<file path="src/rtl/ps2_pkg.sv">
`default_nettype none
// ============================================================================
// Module      : ps2_pkg
// Description : Shared types and constants for the buffered PS/2 scancode path.
// Revision    : 1.0 - initial release
// ============================================================================
package ps2_pkg;

    typedef struct packed {
        logic       extended;
        logic       released;
        logic [7:0] code;
    } ps2_event_t;

    // Bit positions inside the KBSTATUS register
    localparam int ST_BSY  = 7;
    localparam int ST_OVF  = 6;
    localparam int ST_FULL = 5;
    localparam int ST_ERR  = 4;
    localparam int ST_RLS  = 3;
    localparam int ST_EXT  = 2;
    localparam int ST_RSV  = 1;
    localparam int ST_PEN  = 0;

    localparam logic [7:0] c_scancode_addr_def = 8'h04;
    localparam logic [7:0] c_kbstatus_addr_def = 8'h05;

endpackage
`default_nettype wire

</file>
<file path="src/rtl/ps2_scancode_fifo_if.sv">
`default_nettype none
// ============================================================================
// Module      : ps2_scancode_fifo_if
// Description : PS/2 event input, ZX-Uno register bus and status signals.
// Revision    : 1.0 - initial release
// ============================================================================
interface ps2_scancode_fifo_if #(
    parameter int DEPTH = 8
);
    localparam int AW = $clog2(DEPTH);

    logic        scan_received;
    logic [7:0]  scancode;
    logic        extended;
    logic        released;
    logic        ps2busy;
    logic        kberror;
    logic [7:0]  zxuno_addr;
    logic        zxuno_regrd;
    logic [7:0]  scancode_dout;
    logic        oe_n_scancode;
    logic [7:0]  kbstatus_dout;
    logic        oe_n_kbstatus;
    logic [AW:0] fifo_count;
    logic        hotkey_pulse;

    modport master (
        output scan_received, scancode, extended, released, ps2busy, kberror,
               zxuno_addr, zxuno_regrd,
        input  scancode_dout, oe_n_scancode, kbstatus_dout, oe_n_kbstatus,
               fifo_count, hotkey_pulse
    );

    modport slave (
        input  scan_received, scancode, extended, released, ps2busy, kberror,
               zxuno_addr, zxuno_regrd,
        output scancode_dout, oe_n_scancode, kbstatus_dout, oe_n_kbstatus,
               fifo_count, hotkey_pulse
    );
endinterface
`default_nettype wire

</file>
<file path="src/rtl/ps2_event_fifo.sv">
`default_nettype none
// ============================================================================
// Module      : ps2_event_fifo
// Description : Generic DEPTH x WIDTH synchronous FIFO with show-ahead head.
// Revision    : 1.0 - initial release
// ============================================================================
module ps2_event_fifo
    import ps2_pkg::*;
#(
    parameter int DEPTH = 8,
    parameter int WIDTH = $bits(ps2_event_t)
) (
    input  wire logic                       clk,
    input  wire logic                       rst_n,
    input  wire logic                       i_push,
    input  wire logic [WIDTH-1:0]           i_data,
    input  wire logic                       i_pop,
    output logic      [WIDTH-1:0]           o_head,
    output logic                            o_full,
    output logic                            o_empty,
    output logic      [$clog2(DEPTH):0]     o_count
);
    localparam int              AW     = $clog2(DEPTH);
    localparam logic [AW:0]     c_full = (AW+1)'(DEPTH);

    logic [WIDTH-1:0] r_mem [DEPTH];
    logic [AW-1:0]    r_wr_ptr;
    logic [AW-1:0]    r_rd_ptr;
    logic [AW:0]      r_count;
    logic             w_do_pop;
    logic             w_do_push;

    assign o_full    = (r_count == c_full);
    assign o_empty   = (r_count == '0);
    assign o_count   = r_count;
    assign o_head    = r_mem[r_rd_ptr];
    // A full FIFO still accepts a push when the head leaves in the same cycle
    assign w_do_pop  = i_pop && !o_empty;
    assign w_do_push = i_push && (!o_full || w_do_pop);

    always_ff @(posedge clk) begin
        if (w_do_push) begin
            r_mem[r_wr_ptr] <= i_data;
        end
    end

    always_ff @(posedge clk or negedge rst_n) begin
        if (!rst_n) begin
            r_wr_ptr <= '0;
            r_rd_ptr <= '0;
            r_count  <= '0;
        end else begin
            if (w_do_push) r_wr_ptr <= r_wr_ptr + 1'b1;
            if (w_do_pop)  r_rd_ptr <= r_rd_ptr + 1'b1;
            case ({w_do_push, w_do_pop})
                2'b10:   r_count <= r_count + 1'b1;
                2'b01:   r_count <= r_count - 1'b1;
                default: r_count <= r_count;
            endcase
        end
    end
endmodule
`default_nettype wire

</file>
<file path="src/rtl/ps2_scancode_fifo.sv">
`default_nettype none
// ============================================================================
// Module      : ps2_scancode_fifo
// Description : Buffered PS/2 event queue behind the ZX-Uno SCANCODE/KBSTATUS
//               registers. Define PS2_HOTKEY_EN to enable the hotkey detector.
// Revision    : 1.0 - initial release
// ============================================================================
module ps2_scancode_fifo
    import ps2_pkg::*;
#(
    parameter int         DEPTH         = 8,
    parameter logic [7:0] SCANCODE_ADDR = c_scancode_addr_def,
    parameter logic [7:0] KBSTATUS_ADDR = c_kbstatus_addr_def,
    parameter logic [7:0] HOTKEY_CODE   = 8'h7E
) (
    input  wire logic          clk,
    input  wire logic          rst_n,
    ps2_scancode_fifo_if.slave bus
);
    localparam int AW = $clog2(DEPTH);

    ps2_event_t  w_head;
    ps2_event_t  w_push_data;
    logic        w_full;
    logic        w_empty;
    logic [AW:0] w_count;
    logic        w_pop;
    logic        w_sc_sel;
    logic        w_kb_sel;
    logic        w_sc_end;
    logic        w_kb_end;
    logic [7:0]  w_status;

    logic r_sc_active;
    logic r_sc_idle;
    logic r_kb_active;
    logic r_kb_idle;
    logic r_ovf;
    logic r_bsy;
    logic r_err;

    assign w_sc_sel = bus.zxuno_regrd && (bus.zxuno_addr == SCANCODE_ADDR);
    assign w_kb_sel = bus.zxuno_regrd && (bus.zxuno_addr == KBSTATUS_ADDR);
    assign bus.oe_n_scancode = !w_sc_sel;
    assign bus.oe_n_kbstatus = !w_kb_sel;

    // A read only counts once its start (idle -> selected) has been observed,
    // so a read already in progress across reset never produces a read-end.
    assign w_sc_end = !w_sc_sel && r_sc_active;
    assign w_kb_end = !w_kb_sel && r_kb_active;
    assign w_pop    = w_sc_end && !w_empty;

    assign w_push_data = '{extended: bus.extended, released: bus.released, code: bus.scancode};

    ps2_event_fifo #(
        .DEPTH (DEPTH),
        .WIDTH ($bits(ps2_event_t))
    ) u_fifo (
        .clk     (clk),
        .rst_n   (rst_n),
        .i_push  (bus.scan_received),
        .i_data  (w_push_data),
        .i_pop   (w_pop),
        .o_head  (w_head),
        .o_full  (w_full),
        .o_empty (w_empty),
        .o_count (w_count)
    );

    always_ff @(posedge clk or negedge rst_n) begin
        if (!rst_n) begin
            r_sc_active <= 1'b0;
            r_sc_idle   <= 1'b0;
            r_kb_active <= 1'b0;
            r_kb_idle   <= 1'b0;
            r_ovf       <= 1'b0;
            r_bsy       <= 1'b0;
            r_err       <= 1'b0;
        end else begin
            r_sc_idle   <= !w_sc_sel;
            r_sc_active <= w_sc_sel && (r_sc_active || r_sc_idle);
            r_kb_idle   <= !w_kb_sel;
            r_kb_active <= w_kb_sel && (r_kb_active || r_kb_idle);
            r_bsy       <= bus.ps2busy;
            r_err       <= bus.kberror;
            // Set has priority over the read-end clear
            if (bus.scan_received && w_full && !w_pop) begin
                r_ovf <= 1'b1;
            end else if (w_kb_end) begin
                r_ovf <= 1'b0;
            end
        end
    end

    always_comb begin
        w_status          = 8'h00;
        w_status[ST_BSY]  = r_bsy;
        w_status[ST_OVF]  = r_ovf;
        w_status[ST_FULL] = w_full;
        w_status[ST_ERR]  = r_err;
        w_status[ST_RLS]  = !w_empty && w_head.released;
        w_status[ST_EXT]  = !w_empty && w_head.extended;
        w_status[ST_PEN]  = !w_empty;
    end

    assign bus.kbstatus_dout = w_status;
    assign bus.scancode_dout = w_empty ? 8'h00 : w_head.code;
    assign bus.fifo_count    = w_count;

`ifdef PS2_HOTKEY_EN
    logic r_hotkey;

    always_ff @(posedge clk or negedge rst_n) begin
        if (!rst_n) begin
            r_hotkey <= 1'b0;
        end else begin
            r_hotkey <= bus.scan_received && (bus.scancode == HOTKEY_CODE)
                        && !bus.extended && !bus.released;
        end
    end

    assign bus.hotkey_pulse = r_hotkey;
`else
    logic w_unused_hotkey;
    assign w_unused_hotkey  = ^HOTKEY_CODE;
    assign bus.hotkey_pulse = 1'b0;
`endif
endmodule
`default_nettype wire

</file>
<file path="src/flat_wrapper.sv">
// flat-port wrapper written by rule: the top's interface ports become plain ports
module ps2_scancode_fifo_flat import ps2_pkg::*;
#(
    parameter int         DEPTH         = 8,
    parameter logic [7:0] SCANCODE_ADDR = c_scancode_addr_def,
    parameter logic [7:0] KBSTATUS_ADDR = c_kbstatus_addr_def,
    parameter logic [7:0] HOTKEY_CODE   = 8'h7E
)
  (clk, rst_n, bus_scan_received, bus_scancode, bus_extended, bus_released, bus_ps2busy, bus_kberror, bus_zxuno_addr, bus_zxuno_regrd, bus_scancode_dout, bus_oe_n_scancode, bus_kbstatus_dout, bus_oe_n_kbstatus, bus_fifo_count, bus_hotkey_pulse);
  ps2_scancode_fifo_if #(.DEPTH(DEPTH)) bus_i ();
  input  wire logic clk;
  input  wire logic rst_n;
  input wire logic [$bits(bus_i.scan_received)-1:0] bus_scan_received;
  input wire logic [$bits(bus_i.scancode)-1:0] bus_scancode;
  input wire logic [$bits(bus_i.extended)-1:0] bus_extended;
  input wire logic [$bits(bus_i.released)-1:0] bus_released;
  input wire logic [$bits(bus_i.ps2busy)-1:0] bus_ps2busy;
  input wire logic [$bits(bus_i.kberror)-1:0] bus_kberror;
  input wire logic [$bits(bus_i.zxuno_addr)-1:0] bus_zxuno_addr;
  input wire logic [$bits(bus_i.zxuno_regrd)-1:0] bus_zxuno_regrd;
  output wire logic [$bits(bus_i.scancode_dout)-1:0] bus_scancode_dout;
  output wire logic [$bits(bus_i.oe_n_scancode)-1:0] bus_oe_n_scancode;
  output wire logic [$bits(bus_i.kbstatus_dout)-1:0] bus_kbstatus_dout;
  output wire logic [$bits(bus_i.oe_n_kbstatus)-1:0] bus_oe_n_kbstatus;
  output wire logic [$bits(bus_i.fifo_count)-1:0] bus_fifo_count;
  output wire logic [$bits(bus_i.hotkey_pulse)-1:0] bus_hotkey_pulse;
  assign bus_i.scan_received = bus_scan_received;
  assign bus_i.scancode = bus_scancode;
  assign bus_i.extended = bus_extended;
  assign bus_i.released = bus_released;
  assign bus_i.ps2busy = bus_ps2busy;
  assign bus_i.kberror = bus_kberror;
  assign bus_i.zxuno_addr = bus_zxuno_addr;
  assign bus_i.zxuno_regrd = bus_zxuno_regrd;
  assign bus_scancode_dout = bus_i.scancode_dout;
  assign bus_oe_n_scancode = bus_i.oe_n_scancode;
  assign bus_kbstatus_dout = bus_i.kbstatus_dout;
  assign bus_oe_n_kbstatus = bus_i.oe_n_kbstatus;
  assign bus_fifo_count = bus_i.fifo_count;
  assign bus_hotkey_pulse = bus_i.hotkey_pulse;
  ps2_scancode_fifo #(.DEPTH(DEPTH), .SCANCODE_ADDR(SCANCODE_ADDR), .KBSTATUS_ADDR(KBSTATUS_ADDR), .HOTKEY_CODE(HOTKEY_CODE)) u_core (.clk(clk), .rst_n(rst_n), .bus(bus_i));
endmodule
</file>
<file path="config.mk">
export PLATFORM = sky130hd
export DESIGN_NAME = ps2_scancode_fifo_flat
export DESIGN_NICKNAME = d
export VERILOG_FILES = /design/src/rtl/ps2_pkg.sv /design/src/rtl/ps2_scancode_fifo_if.sv /design/src/rtl/ps2_event_fifo.sv /design/src/rtl/ps2_scancode_fifo.sv /design/src/flat_wrapper.sv
export SDC_FILE = /design/constraint.sdc
export NUM_CORES = 1
export LEC_CHECK = 0
export BUFFER_PORTS_ARGS = -buffer_cell sky130_fd_sc_hd__clkbuf_2
export CORE_MARGIN = 4
export CORE_UTILIZATION = 30
export DETAILED_ROUTE_END_ITERATION = 8
export GPL_TIMING_DRIVEN = 0
export PLACE_DENSITY_LB_ADDON = 0.12
export SLEW_MARGIN = 10
export SYNTH_ARGS = -nofsm -noshare
export SYNTH_HDL_FRONTEND = slang
export SYNTH_HIERARCHICAL = 1
export SYNTH_SLANG_ARGS = --single-unit
</file>
<file path="constraint.sdc">
create_clock -name clk -period 7.4 [get_ports clk]
set_input_delay 0.37 -clock clk [delete_from_list [all_inputs] [get_ports clk]]
set_output_delay 0.37 -clock clk [all_outputs]
set_load 0.005 [all_outputs]
</file>
# After elaboration in Yosys (flattened, before gate mapping)
# Memory sizes are Yosys's and may differ from the RTL's.
# Cells that the tools add are included.
[totals]
output_inout_bits = 23
reg_bits = 17
n_memories = 1
word_cells = 50
ramBits = 80
in_bits = 24
[mem_list]
columns = ["memory", "words", "width", "read_ports", "rd_ports_with_merged_regs", "write_ports", "line_no", "text"]
rows = [
  ["u_core.u_fifo.r_mem", 8, 10, 1, 0, 1, "ps2_event_fifo.sv:26", "logic [WIDTH-1:0] r_mem [DEPTH];"],
]
[classes]
n_mux = 6
add_sub_neg = 4
n_eq_ne = 5
reduce_logical = 24
[ops]
columns = ["op", "count"]
rows = [
  ["$eq 8x3->1 const B", 2],
  ["$logic_and 1x1->1", 13],
  ["$mux 8", 1],
  ["$pmux 4 s2", 1],
  ["$add 3x1->3 const B", 2],
  ["$logic_not 1->1", 5],
  ["$add 4x1->4 const B", 1],
  ["$eq 4x4->1 const B", 1],
  ["$logic_not 4->1", 1],
  ["$mux 1", 4],
  ["$reduce_bool 2->1", 2],
  ["$sub 4x1->4 const B", 1],
  ["$logic_or 1x1->1", 3],
  ["$eq 2x1->1 const B", 1],
  ["$eq 2x2->1 const B", 1],
]

# Depth between registers and ports, before layout
# Gate-level depths: netlist of the first run.
[depth]
depth_word = 10
depth_mapped = 12
depth_no_buf = 11

# Cells and area by module
# Netlist of the first run, hierarchy kept.
[by_module_without_submodules]
columns = ["mod", "area_each_um2", "seq_area_each_um2", "cells_per_inst", "instances"]
rows = [
  ["ps2_event_fifo", 3714.8, 2652.5, 199, 1],
  ["ps2_scancode_fifo", 395.4, 175.2, 43, 1],
]

# Worst setup path after synthesis of the first run
# OpenSTA, ideal clock, no wires.
[synth_path]
path_type = "input -> register"
startpoint = "input port bus_zxuno_addr[5]"
endpoint = "register u_core.u_fifo.r_count[3], in the netlist u_core/u_fifo/o_count[3]"
t_arrival_ns = 2.813
path_buffers = 1
required_time_ns = 7.310
setup_ns = 0.090
stages = 11
setup_slack_ns = 4.496
path_cell_list = "or4_4 > o311a_1 > clkbuf_1 > inv_1 > or3_1 > inv_1 > ha_1 > a211oi_1 > or3_1 > o22a_1 > o221ai_1"
[synth_via]
elab_chain_len = 10
word_cells_on_any_way = 12
classes_between = "eq/ne: 3; mux: 1; reduce/logical: 8"
[synth_rtl]
columns = ["element", "line_no", "text"]
rows = [
  ["start: declaration", "flat_wrapper.sv:19", "input wire logic [$bits(bus_i.zxuno_addr)-1:0] bus_zxuno_addr;"],
  ["$eq 8x3->1 (*)", "ps2_scancode_fifo.sv:42", "assign w_sc_sel = bus.zxuno_regrd && (bus.zxuno_addr == SCANCODE_ADDR);"],
  ["$logic_and 1x1->1 (*)", "ps2_scancode_fifo.sv:42", ""],
  ["$logic_not 1->1 (*)", "ps2_scancode_fifo.sv:49", "assign w_sc_end = !w_sc_sel && r_sc_active;"],
  ["$logic_and 1x1->1 (*)", "ps2_scancode_fifo.sv:49", ""],
  ["$logic_and 1x1->1 (*)", "ps2_scancode_fifo.sv:51", "assign w_pop = w_sc_end && !w_empty;"],
  ["named net u_core.w_pop", "ps2_scancode_fifo.sv:27", "logic w_pop;"],
  ["$logic_and 1x1->1 (*)", "ps2_event_fifo.sv:38", "assign w_do_pop = i_pop && !o_empty;"],
  ["$logic_or 1x1->1", "ps2_event_fifo.sv:39", "assign w_do_push = i_push && (!o_full || w_do_pop);"],
  ["$logic_and 1x1->1", "ps2_event_fifo.sv:39", ""],
  ["$eq 2x1->1 or $eq 2x2->1 (tied branches)", "ps2_event_fifo.sv:55", "case ({w_do_push, w_do_pop})"],
  ["$pmux 4 s2 or $reduce_bool 2->1 (tied branches)", "n/a", ""],
  ["end signal: assignment", "ps2_event_fifo.sv:56", "2'b10: r_count <= r_count + 1'b1;"],
  ["end signal: assignment", "ps2_event_fifo.sv:57", "2'b01: r_count <= r_count - 1'b1;"],
  ["end signal: assignment", "ps2_event_fifo.sv:58", "default: r_count <= r_count;"],
  ["end: declaration", "ps2_event_fifo.sv:29", "logic [AW:0] r_count;"],
]
# The timed path passes the listed nets; every way through them passes the cells marked *.
# A chain may end at the register's enable or synchronous reset.

# Worst setup path after layout of the first run
[layout_path]
startpoint = "register u_core.u_fifo.r_count[3], in the netlist u_core/u_fifo/o_count[3]"
endpoint = "register u_core.u_fifo.r_count[3], in the netlist u_core/u_fifo/o_count[3]"
[layout_via]
elab_chain_len = 8
word_cells_on_any_way = 14
classes_between = "add/sub: 2; eq/ne: 3; mux: 1; reduce/logical: 8"
[layout_rtl]
columns = ["element", "line_no", "text"]
rows = [
  ["$logic_not 4->1 (*)", "ps2_event_fifo.sv:34", "assign o_empty = (r_count == '0);"],
  ["named net u_core.w_empty", "ps2_scancode_fifo.sv:25", "logic w_empty;"],
  ["$logic_not 1->1 (*)", "ps2_scancode_fifo.sv:51", ""],
  ["$logic_and 1x1->1 (*)", "ps2_scancode_fifo.sv:51", ""],
  ["named net u_core.w_pop", "ps2_scancode_fifo.sv:27", ""],
  ["$logic_and 1x1->1 (*)", "ps2_event_fifo.sv:38", ""],
  ["$logic_or 1x1->1", "ps2_event_fifo.sv:39", ""],
  ["$logic_and 1x1->1", "ps2_event_fifo.sv:39", ""],
  ["$eq 2x1->1 or $eq 2x2->1 (tied branches)", "ps2_event_fifo.sv:55", ""],
  ["$pmux 4 s2 or $reduce_bool 2->1 (tied branches)", "n/a", ""],
]
# Marks and branches as above.

==> run_results.csv, run 1 <==
group,metric,value,unit
clock_network,cts-buffers-inserted,9,
setup_path,worst_setup_path_start_kind,"flip-flop",
setup_path,crit_arrival,3.71,ns
synthesis,synth_top_area_frac,0.584,
layout,final_common_cell,"sky130_fd_sc_hd__edfxtp_1",
layout,post_route_cells_drive_above_1_share,0.359,
layout,layout_common_cells,"sky130_fd_sc_hd__edfxtp_1 (80), sky130_fd_sc_hd__clkbuf_2 (44), sky130_fd_sc_hd__mux4_2 (20)",
timing,timing.final.ws_setup,3.94,ns
synthesis,synth-async-reset-ratio,0.175,
synthesis,synth.ff_latch_count,97,
global_routing,largest_net_degree_at_the_start_of_global_routing,18,
timing,finalMaxSlewViolations,0,
global_routing,antenna_found_initial,0,
synthesis,post_synth_edffs,80,
timing,whs,0.135,ns
place,port-buffer-count,44,
layout,area.growth.synth_to_final,19.7,%
global_routing,globalRoute.totalOverflow,0,
timing,final.setup.tns,0,ns
hold_path,timing.hold.worst.class,"input pin to flip-flop",
synthesis,syn_area_per_cell,17.0,sq um
global_routing,overall_fraction_of_global_route_tracks_in_use,0.115,
clock_network,cts_post_setup_buffers_inserted,0,
clock_network,clock_tree.htree_level_count,3,
die,core-area,13300,sq um
die,row_count,42,
setup_path,maximum_single_stage_delay_on_the_critical_path,0.74,ns
clock_network,root_buffer_selected_by_cts,"sky130_fd_sc_hd__clkbuf_16",
timing,final_hold_viol_count,0,
timing,tightest_slew,1.23,ns
global_routing,grt_first_pass_wirelength,13400,um
die,start_util,0.308,
die,die-width,125,um
outcome,outcome,"finished clean",
synthesis,yosysSeqAreaShare,0.688,
setup_path,critical_path.n_buffers_inverters,4,
power_and_ir_drop,ir_worst_vdd,0.000154,V
setup_path,endpoint_kind,"flip-flop",
place,half_perimeter_wire_length_after_detailed_placement,5440,um
place,post_place_instance_area,4590,sq um
clock_network,numClockSinks,97,
clock_network,cts.path.max_buffers,2,
global_routing,first_global_vias,2310,
synthesis,synth_top_area_cell,"sky130_fd_sc_hd__edfxtp_1",
synthesis,mappedNetlistArea,4110,sq um
layout,antenna_cells,0,
power_and_ir_drop,power.total,1.51,mW
timing,final-setup-viol-count,0,
synthesis,synth-warning-count,6,
setup_path,required,7.65,ns
layout,layout.filler_cells,1282,
setup_path,critical_path_class,"flip-flop to flip-flop",
die,design.die.area,15600,sq um
power_and_ir_drop,power.leakage,1.73,nW
routing,drt.antenna.violating_nets,0,
die,top_level_pins,47,
routing,drt-initial-drc-count,125,
job,max-cap-violations,0,
timing,fin_skew,0.00640,ns
place,preCtsSetupSlack,4.00,ns
die,die-height,125,um
routing,mean_number_of_vias_per_cell,4.60,
synthesis,synthesis.instances,242,
routing,drt_wl_total,8580,um
routing,drt_first_pass_iters,4,
synthesis,dominantRegCellSynth,"sky130_fd_sc_hd__edfxtp_1",
clock_network,cts_repair_resize_count,0,
layout,utilization_after_layout,0.369,
place,gp_congestion,0.783,
setup_path,critPathTopFamily,"simple AND/OR/NAND/NOR gates",
clock_network,postCtsHoldBufs,1,
setup_path,crit_path_max_fanout,10,
timing,period_share,0.468,
routing,post_drt_wl_per_cell,17.8,um
layout,instances_no_fill,482,
setup_path,critical_path.cell_chain,"nor4_1, inv_1, o311a_1, clkbuf_1, inv_1, or3_1, inv_1, ha_1, a211oi_1, or3_1, o22a_1, o221ai_1",
clock_network,tritoncts_clock_tree,"yes",
power_and_ir_drop,p_per_area,308,nW/um^2
clock_network,insertion_delay,0.34,ns
setup_path,path_common_cell,"sky130_fd_sc_hd__inv_1",
timing,grt_setup_unrepaired,"no",
place,dp_cells,465,
setup_path,critPathSlowestCell,"sky130_fd_sc_hd__nor4_1",
routing,remaining_drc_errors,0,
layout,final_net_count,330,
routing,vias,2219,
clock_network,path_clk_slew,0.06,ns
synthesis,synthTopCellsByArea,"sky130_fd_sc_hd__edfxtp_1 (58%), sky130_fd_sc_hd__mux4_2 (11%), sky130_fd_sc_hd__dfrtp_1 (10%)",
layout,design_area,4920,sq um
timing,timing.fmax,289,MHz
timing,finalCriticalPeriod,3.46,ns
synthesis,netlist-cell-type-count,40,
timing,maxSlewHeadroom,0.179,
[power by group]
part,internal [mW],switching [mW]
logic,0.132,0.167
clock network,0.296,0.189
registers,0.683,0.0473
total,1.11,0.403
[registers in the layout (all words and copies together) (netlist names)]
register                cells
u_core/r_err                1
u_core/r_ovf                1
u_core/u_fifo/r_mem        80
u_core/r_bsy                1
u_core/r_sc_active          1
u_core/u_fifo/o_count       4
u_core/r_kb_idle            1
u_core/r_kb_active          1
u_core/u_fifo/r_rd_ptr      3
u_core/r_sc_idle            1
u_core/u_fifo/r_wr_ptr      3
[logic make-up (layout without fill, tap and decap cells)]
| group | Yosys count | count (layout) | synth area share |
|---|---|---|---|
| AOI/OAI and AO/OA | 24 | 24 | 0.0414 |
| xor gates and xnor gates | 5 | 5 | 0.0107 |
| adders and majority gates | 5 | 5 | 0.0170 |
| buffers and inverters | 25 | 88 | 0.0307 |
| DFF | 97 | 97 | 0.688 |
| muxes | 33 | 33 | 0.146 |
| other | 1 | 2 | 0.000912 |
| and+or+nand+nor | 52 | 52 | 0.0654 |
[routing by layer]
| layer | share of wire | global-route usage | vias to the layer above |
|---|---|---|---|
| li1 | - | - | 1041 |
| met1 | 0.48 | 0.159 | 1129 |
| met2 | 0.46 | 0.174 | 43 |
| met3 | 0.047 | 0.0422 | 6 |
| met4 | 0.0099 | 0.0306 | 0 |
| met5 | 0 | 0 | - |
[layout make-up]
type                            count  area [sq um]  share of cell area
Buffer                             15          88.8              0.0181
Timing Repair Buffer               47           253              0.0514
Clock inverter                      5          80.1              0.0163
Sequential cell                    97          2830               0.575
Clock buffer                       11           233              0.0473
Multi-Input combinational cell    121          1180               0.240
Inverter                           10          37.5             0.00763
Tap cell                          176           220              0.0448
[cell usage after synthesis (all sizes together), types with 2 or more instances]
cell type   n
o221ai      2
edfxtp     80
clkbuf      6
mux2       12
o211ai      2
nor4        3
nand2      10
buf         9
mux4       20
a21oi       5
ha          4
nor3        3
o21ai       8
dfrtp      17
nand2b      3
xnor2       2
nor2b      10
inv        10
xor2        3
or3         3
nor2       16
[worst reg2reg max path, delay by kind of cell (launching register included)]
family / cells / cell delay (ns)
adders and majority gates: 1 / 0.27
buffers and inverters: 4 / 0.68
AOI/OAI and AO/OA: 4 / 0.63
DFF: 1 / 0.47
and+or+nand+nor: 3 / 1.32
[path summary, 6_finish.rpt]
kind                                               start                         to  slack [ns]  cells past startpoint
min in group asynchronous                          rst_n   u_core/u_fifo/o_count[2]        0.51                      2
worst min-delay path                         bus_ps2busy               u_core/r_bsy        0.13                      1
worst max register to register  u_core/u_fifo/o_count[3]   u_core/u_fifo/o_count[3]        3.94                     12
worst min register to register          u_core/r_sc_idle         u_core/r_sc_active        0.52                      2
worst max-delay path            u_core/u_fifo/o_count[3]   u_core/u_fifo/o_count[3]        3.94                     12
max in group asynchronous                          rst_n  u_core/u_fifo/r_wr_ptr[2]        6.57                      2
(Power assumes the default switching activity.)
==> run 2, diff against run 1 <==
Clock period 7.4 ns to 3.4 ns, I/O delays scaled along.
==> run_results.csv, run 2 (synthesized netlist as in run 1, its figures left out) <==
group,metric,value,unit
outcome,outcome,"finished clean",
layout,design_area,4940,sq um
layout,largest_reg_flops,80,
setup_path,endpoint_kind,"flip-flop",
clock_network,cts-buffers-inserted,9,
die,row_count,42,
hold_path,timing.hold.worst.class,"input pin to flip-flop",
routing,post_drt_wl_per_cell,17.8,um
timing,fin_skew,0.00673,ns
layout,multi_input_comb_area,1190,sq um
setup_path,crit_arrival,3.36,ns
setup_path,rr_endpoint,"u_core/u_fifo/o_count[3]",
layout,final_common_cell,"sky130_fd_sc_hd__edfxtp_1",
timing,grt_setup_unrepaired,"no",
layout,sequential_cell_area,2830,sq um
place,dp_cells,465,
layout,instances_no_fill,483,
die,core-area,13300,sq um
global_routing,grt_first_pass_wirelength,13400,um
layout,top_register,"u_core/u_fifo/r_mem",
setup_path,crit_path_max_fanout,10,
global_routing,globalRoute.totalOverflow,0,
setup_path,worst-r2r-setup-slack,0.30,ns
routing,vias,2234,
global_routing,first_global_vias,2319,
die,die-width,125,um
place,post_place_instance_area,4590,sq um
layout,layout_common_cells,"sky130_fd_sc_hd__edfxtp_1 (80), sky130_fd_sc_hd__clkbuf_2 (44), sky130_fd_sc_hd__mux4_2 (20)",
place,preCtsSetupSlack,-0.00249,ns
layout,antenna_cells,0,
clock_network,numClockSinks,97,
layout,final_net_count,331,
setup_path,critical_path_origin,"u_core/u_fifo/o_count[3]",
setup_path,worst_setup_path_start_kind,"flip-flop",
routing,drt-initial-drc-count,149,
setup_path,worstReg2RegStart,"u_core/u_fifo/o_count[3]",
clock_network,root_buffer_selected_by_cts,"sky130_fd_sc_hd__clkbuf_16",
timing,period_share,0.913,
global_routing,overall_fraction_of_global_route_tracks_in_use,0.116,
timing,maxSlewHeadroom,0.178,
timing,final-setup-viol-count,0,
power_and_ir_drop,internal_power,2.42,mW
global_routing,largest_net_degree_at_the_start_of_global_routing,18,
place,port-buffer-count,44,
clock_network,clock_tree.htree_level_count,3,
global_routing,antenna_found_initial,0,
clock_network,cts_post_setup_buffers_inserted,0,
timing,timing.fmax,322,MHz
power_and_ir_drop,ir_worst_vdd,0.000339,V
setup_path,required,3.65,ns
place,gp_congestion,0.783,
timing,finalCriticalPeriod,3.10,ns
power_and_ir_drop,power.total,3.30,mW
routing,mean_number_of_vias_per_cell,4.63,
timing,tightest_slew,1.23,ns
setup_path,setup.worst_path.end,"u_core/u_fifo/o_count[3]",
power_and_ir_drop,share_clk_of_total_power,0.319,
place,half_perimeter_wire_length_after_detailed_placement,5440,um
timing,timing.final.ws_setup,0.296,ns
layout,area.growth.synth_to_final,20.2,%
power_and_ir_drop,switching_fraction,0.267,
routing,drt.antenna.violating_nets,0,
power_and_ir_drop,p_per_area,668,nW/um^2
clock_network,insertion_delay,0.34,ns
job,max-cap-violations,0,
routing,remaining_drc_errors,0,
power_and_ir_drop,power_frac_seq,0.482,
layout,post_route_cells_drive_above_1_share,0.362,
routing,drt_wl_total,8600,um
die,start_util,0.308,
setup_path,ff2ff_path_depth,11,
timing,finalMaxSlewViolations,0,
layout,layout.filler_cells,1277,
timing,final_hold_viol_count,0,
power_and_ir_drop,power_switching,882,uW
die,top_level_pins,47,
power_and_ir_drop,power.leakage,1.74,nW
die,die-height,125,um
die,design.die.area,15600,sq um
routing,drt_first_pass_iters,4,
setup_path,critical_path_class,"flip-flop to flip-flop",
clock_network,cts.path.max_buffers,2,
power_and_ir_drop,combinationalPowerShare,0.198,
clock_network,path_clk_slew,0.06,ns
clock_network,tritoncts_clock_tree,"yes",
[run 2: cell types whose count changed in the layout (fill, tap and decap cells not counted), sizes merged]
cell,change
dlygate4sd3,+2
clkbuf,-1
[run 2: area by class of cell]
type | count | area share
clock buffers | 11 | 0.0471
plain buffers | 14 | 0.0172
inverters | 10 | 0.00759
multi-input cells | 121 | 0.240
well taps | 176 | 0.0446
repair buffers | 49 | 0.0552
clock inverters | 5 | 0.0162
flip-flops and latches | 97 | 0.572
[run 2: power by group through the flow]
stage | Combinational [mW] | Clock (mW) | Sequential (mW)
5_1_grt | 0.731 | 1.14 | 1.61
2_1_floorplan | 0.415 | 0 | 1.58
6_report | 0.654 | 1.06 | 1.59
3_5_place_dp | 0.655 | 0 | 1.62
4_1_cts | 0.662 | 1.09 | 1.60
3_3_place_gp | 0.632 | 0 | 1.61
[run 2: critical path: stages, from the launching register on]
cell and delay [ns]:
sky130_fd_sc_hd__dfrtp_1 0.48, sky130_fd_sc_hd__nor4_2 0.55, sky130_fd_sc_hd__inv_1 0.15, sky130_fd_sc_hd__o311a_1 0.28, sky130_fd_sc_hd__inv_1 0.18, sky130_fd_sc_hd__or3_1 0.17
sky130_fd_sc_hd__inv_1 0.06, sky130_fd_sc_hd__ha_1 0.27, sky130_fd_sc_hd__a211oi_1 0.09, sky130_fd_sc_hd__or3_1 0.41, sky130_fd_sc_hd__o22a_1 0.22, sky130_fd_sc_hd__o221ai_1 0.16
[run 2: worst min-delay path by stage]
stage,from,end,slack [ns],cells after the start
after floorplan,rst_n,u_core/r_bsy,-0.13,0
after global placement,rst_n,u_core/u_fifo/o_count[2],0.16,1
after detailed placement,rst_n,u_core/u_fifo/o_count[2],0.15,1
after CTS,bus_zxuno_addr[0],u_core/r_sc_active,0.06,2
after global routing,bus_zxuno_addr[0],u_core/r_sc_active,0.08,2
final,bus_zxuno_addr[0],u_core/r_sc_active,0.08,2
[run 2: stage by stage]
stage	hold slack [ns]	setup TNS [ns]	util
2_1_floorplan	-0.126	0	-
3_3_place_gp	0.158	-8.56	0.341
3_5_place_dp	0.152	-0.00249	0.344
4_1_cts	0.0618	0	0.370
5_1_grt	0.0774	0	0.370
6_report	0.0799	0	0.370
[run 2: what timing repair did]
item	in CTS	in global routing
gates resized for setup	1	0
hold buffers	3	0
cloned	0	0
setup endpoints to repair	1	1
hold endpoints to repair	19	0
[run 2: routing by layer]
| layer | vias up | global-route usage | wire [um] |
|---|---|---|---|
| li1 | 1040 | - | - |
| met1 | 1141 | 0.160 | 4110 |
| met2 | 47 | 0.175 | 3980 |
| met3 | 6 | 0.0422 | 425 |
| met4 | 0 | 0.0306 | 85 |
| met5 | - | 0 | 0 |
==> run 3, diff against run 2 <==
Settings changed: RECOVER_POWER set to 25.
==> run_results.csv, run 3 (synthesized netlist as in run 1, its figures left out) <==
group,metric,value,unit
place,post_place_instance_area,4590,sq um
setup_path,maximum_single_stage_delay_on_the_critical_path,0.54,ns
clock_network,cts_post_setup_buffers_inserted,0,
layout,top_register,"u_core/u_fifo/r_mem",
routing,mean_number_of_vias_per_cell,4.61,
setup_path,critPathTopFamily,"simple AND/OR/NAND/NOR gates",
setup_path,endpoint_kind,"flip-flop",
global_routing,globalRoute.totalOverflow,0,
place,gp_congestion,0.783,
outcome,outcome,"finished clean",
power_and_ir_drop,power_frac_seq,0.483,
layout,layout_common_cells,"sky130_fd_sc_hd__edfxtp_1 (80), sky130_fd_sc_hd__clkbuf_2 (37), sky130_fd_sc_hd__mux4_2 (20)",
global_routing,grt_most_used_layer,"met2",
die,start_util,0.308,
layout,final_net_count,331,
die,top_level_pins,47,
global_routing,global_route.usage.met2,0.175,
routing,drt.antenna.violating_nets,0,
place,dp_cells,465,
layout,instances_no_fill,483,
setup_path,required,3.65,ns
job,max-cap-violations,0,
place,port-buffer-count,44,
setup_path,critPathSlowestCell,"sky130_fd_sc_hd__nor4_2",
clock_network,clock_tree.htree_level_count,3,
power_and_ir_drop,ir_worst_vdd,0.000339,V
power_and_ir_drop,share_clk_of_total_power,0.320,
timing,whs,0.0799,ns
clock_network,cts-buffers-inserted,9,
routing,post_drt_wl_per_cell,17.8,um
layout,sequential_cell_area,2830,sq um
die,design.die.area,15600,sq um
die,row_count,42,
setup_path,critical_path.n_buffers_inverters,3,
clock_network,tritoncts_clock_tree,"yes",
global_routing,overall_fraction_of_global_route_tracks_in_use,0.116,
place,half_perimeter_wire_length_after_detailed_placement,5440,um
setup_path,path_common_cell,"sky130_fd_sc_hd__inv_1",
timing,tightest_slew,1.24,ns
power_and_ir_drop,power_switching,883,uW
setup_path,crit_arrival,3.35,ns
global_routing,largest_net_degree_at_the_start_of_global_routing,18,
routing,remaining_drc_errors,0,
place,preCtsSetupSlack,-0.00249,ns
die,die-height,125,um
global_routing,antenna_found_initial,0,
layout,design_area,4930,sq um
power_and_ir_drop,combinationalPowerShare,0.198,
setup_path,critical_path.cell_chain,"nor4_2, inv_1, o311a_1, inv_1, or3_1, inv_1, ha_1, a211oi_1, or3_1, o22a_1, o221ai_1",
routing,drt_wl_total,8610,um
setup_path,crit_path_max_fanout,10,
timing,maxSlewHeadroom,0.174,
power_and_ir_drop,power.total,3.30,mW
global_routing,grt.met3_usage,0.0422,
clock_network,root_buffer_selected_by_cts,"sky130_fd_sc_hd__clkbuf_16",
timing,finalCriticalPeriod,3.10,ns
routing,drt_first_pass_iters,4,
timing,final_hold_viol_count,0,
hold_path,timing.hold.worst.class,"input pin to flip-flop",
timing,final-setup-viol-count,0,
layout,post_route_cells_drive_above_1_share,0.339,
layout,largest_reg_flops,80,
global_routing,first_global_vias,2319,
die,die-width,125,um
global_routing,grt_first_pass_wirelength,13400,um
routing,drt-initial-drc-count,149,
layout,layout.filler_cells,1279,
clock_network,numClockSinks,97,
timing,grt_setup_unrepaired,"no",
clock_network,path_clk_slew,0.06,ns
power_and_ir_drop,p_per_area,669,nW/um^2
timing,fin_skew,0.00669,ns
layout,area.growth.synth_to_final,20.0,%
timing,timing.fmax,323,MHz
layout,final_common_cell,"sky130_fd_sc_hd__edfxtp_1",
die,core-area,13300,sq um
layout,utilization_after_layout,0.370,
layout,antenna_cells,0,
layout,multi_input_comb_area,1190,sq um
clock_network,insertion_delay,0.34,ns
global_routing,gr-usage-met1,0.160,
timing,timing.final.ws_setup,0.300,ns
power_and_ir_drop,internal_power,2.42,mW
timing,finalMaxSlewViolations,0,
timing,final.setup.tns,0,ns
setup_path,worst_setup_path_start_kind,"flip-flop",
timing,period_share,0.912,
power_and_ir_drop,power.leakage,1.72,nW
routing,vias,2229,
power_and_ir_drop,switching_fraction,0.267,
clock_network,cts.path.max_buffers,2,
setup_path,critical_path_class,"flip-flop to flip-flop",
## run 3: cell counts in the layout (fill, tap and decap cells not counted)
Identical to the previous run, type by type.
## run 3: cell type report
class,count,share of cell area
buffer,14,0.0172
clock inverter,5,0.0162
sequential,97,0.573
timing repair buffer,49,0.0535
clock buffer,11,0.0472
tap,176,0.0446
multi-input combinational,121,0.240
inverter,10,0.00761
## run 3: final timing paths
kind | startpoint | end | slack [ns] | depth (start not counted)
min in group asynchronous | rst_n | u_core/u_fifo/o_count[2] | 0.31 | 2
worst max-delay path | u_core/u_fifo/o_count[3] | u_core/u_fifo/o_count[3] | 0.30 | 11
worst min register to register | u_core/r_sc_idle | u_core/r_sc_active | 0.52 | 2
worst max register to register | u_core/u_fifo/o_count[3] | u_core/u_fifo/o_count[3] | 0.30 | 11
worst min-delay path | bus_zxuno_addr[0] | u_core/r_sc_active | 0.08 | 2
max in group asynchronous | rst_n | u_core/u_fifo/r_wr_ptr[2] | 2.76 | 2
## run 3: routing by layer
| layer | wire length (um) | vias to the layer above |
|---|---|---|
| li1 | - | 1039 |
| met4 | 85 | 0 |
| met1 | 4110 | 1135 |
| met3 | 430 | 6 |
| met5 | 0 | - |
| met2 | 3980 | 49 |
## run 3: worst register-to-register path: stages, from the launching register on
cell                       delay (ns)
sky130_fd_sc_hd__dfrtp_1         0.48
sky130_fd_sc_hd__nor4_2          0.54
sky130_fd_sc_hd__inv_1           0.15
sky130_fd_sc_hd__o311a_1         0.28
sky130_fd_sc_hd__inv_1           0.19
sky130_fd_sc_hd__or3_1           0.17
sky130_fd_sc_hd__inv_1           0.06
sky130_fd_sc_hd__ha_1            0.27
sky130_fd_sc_hd__a211oi_1        0.09
sky130_fd_sc_hd__or3_1           0.41
sky130_fd_sc_hd__o22a_1          0.22
sky130_fd_sc_hd__o221ai_1        0.16
## run 3: timing repair
item / in CTS / in global routing
resized for setup: 1 / 0
setup endpoints to repair: 1 / 1
hold buffers: 3 / 0
hold endpoints to repair: 19 / 0
cloned: 0 / 0
## run 3: power by group through the flow
stage	clock [mW]	combinational [mW]	sequential, mW
floorplan	0	0.415	1.58
global placement	0	0.632	1.61
detailed placement	0	0.655	1.62
CTS	1.09	0.662	1.60
global route	1.14	0.729	1.61
finish	1.06	0.653	1.59
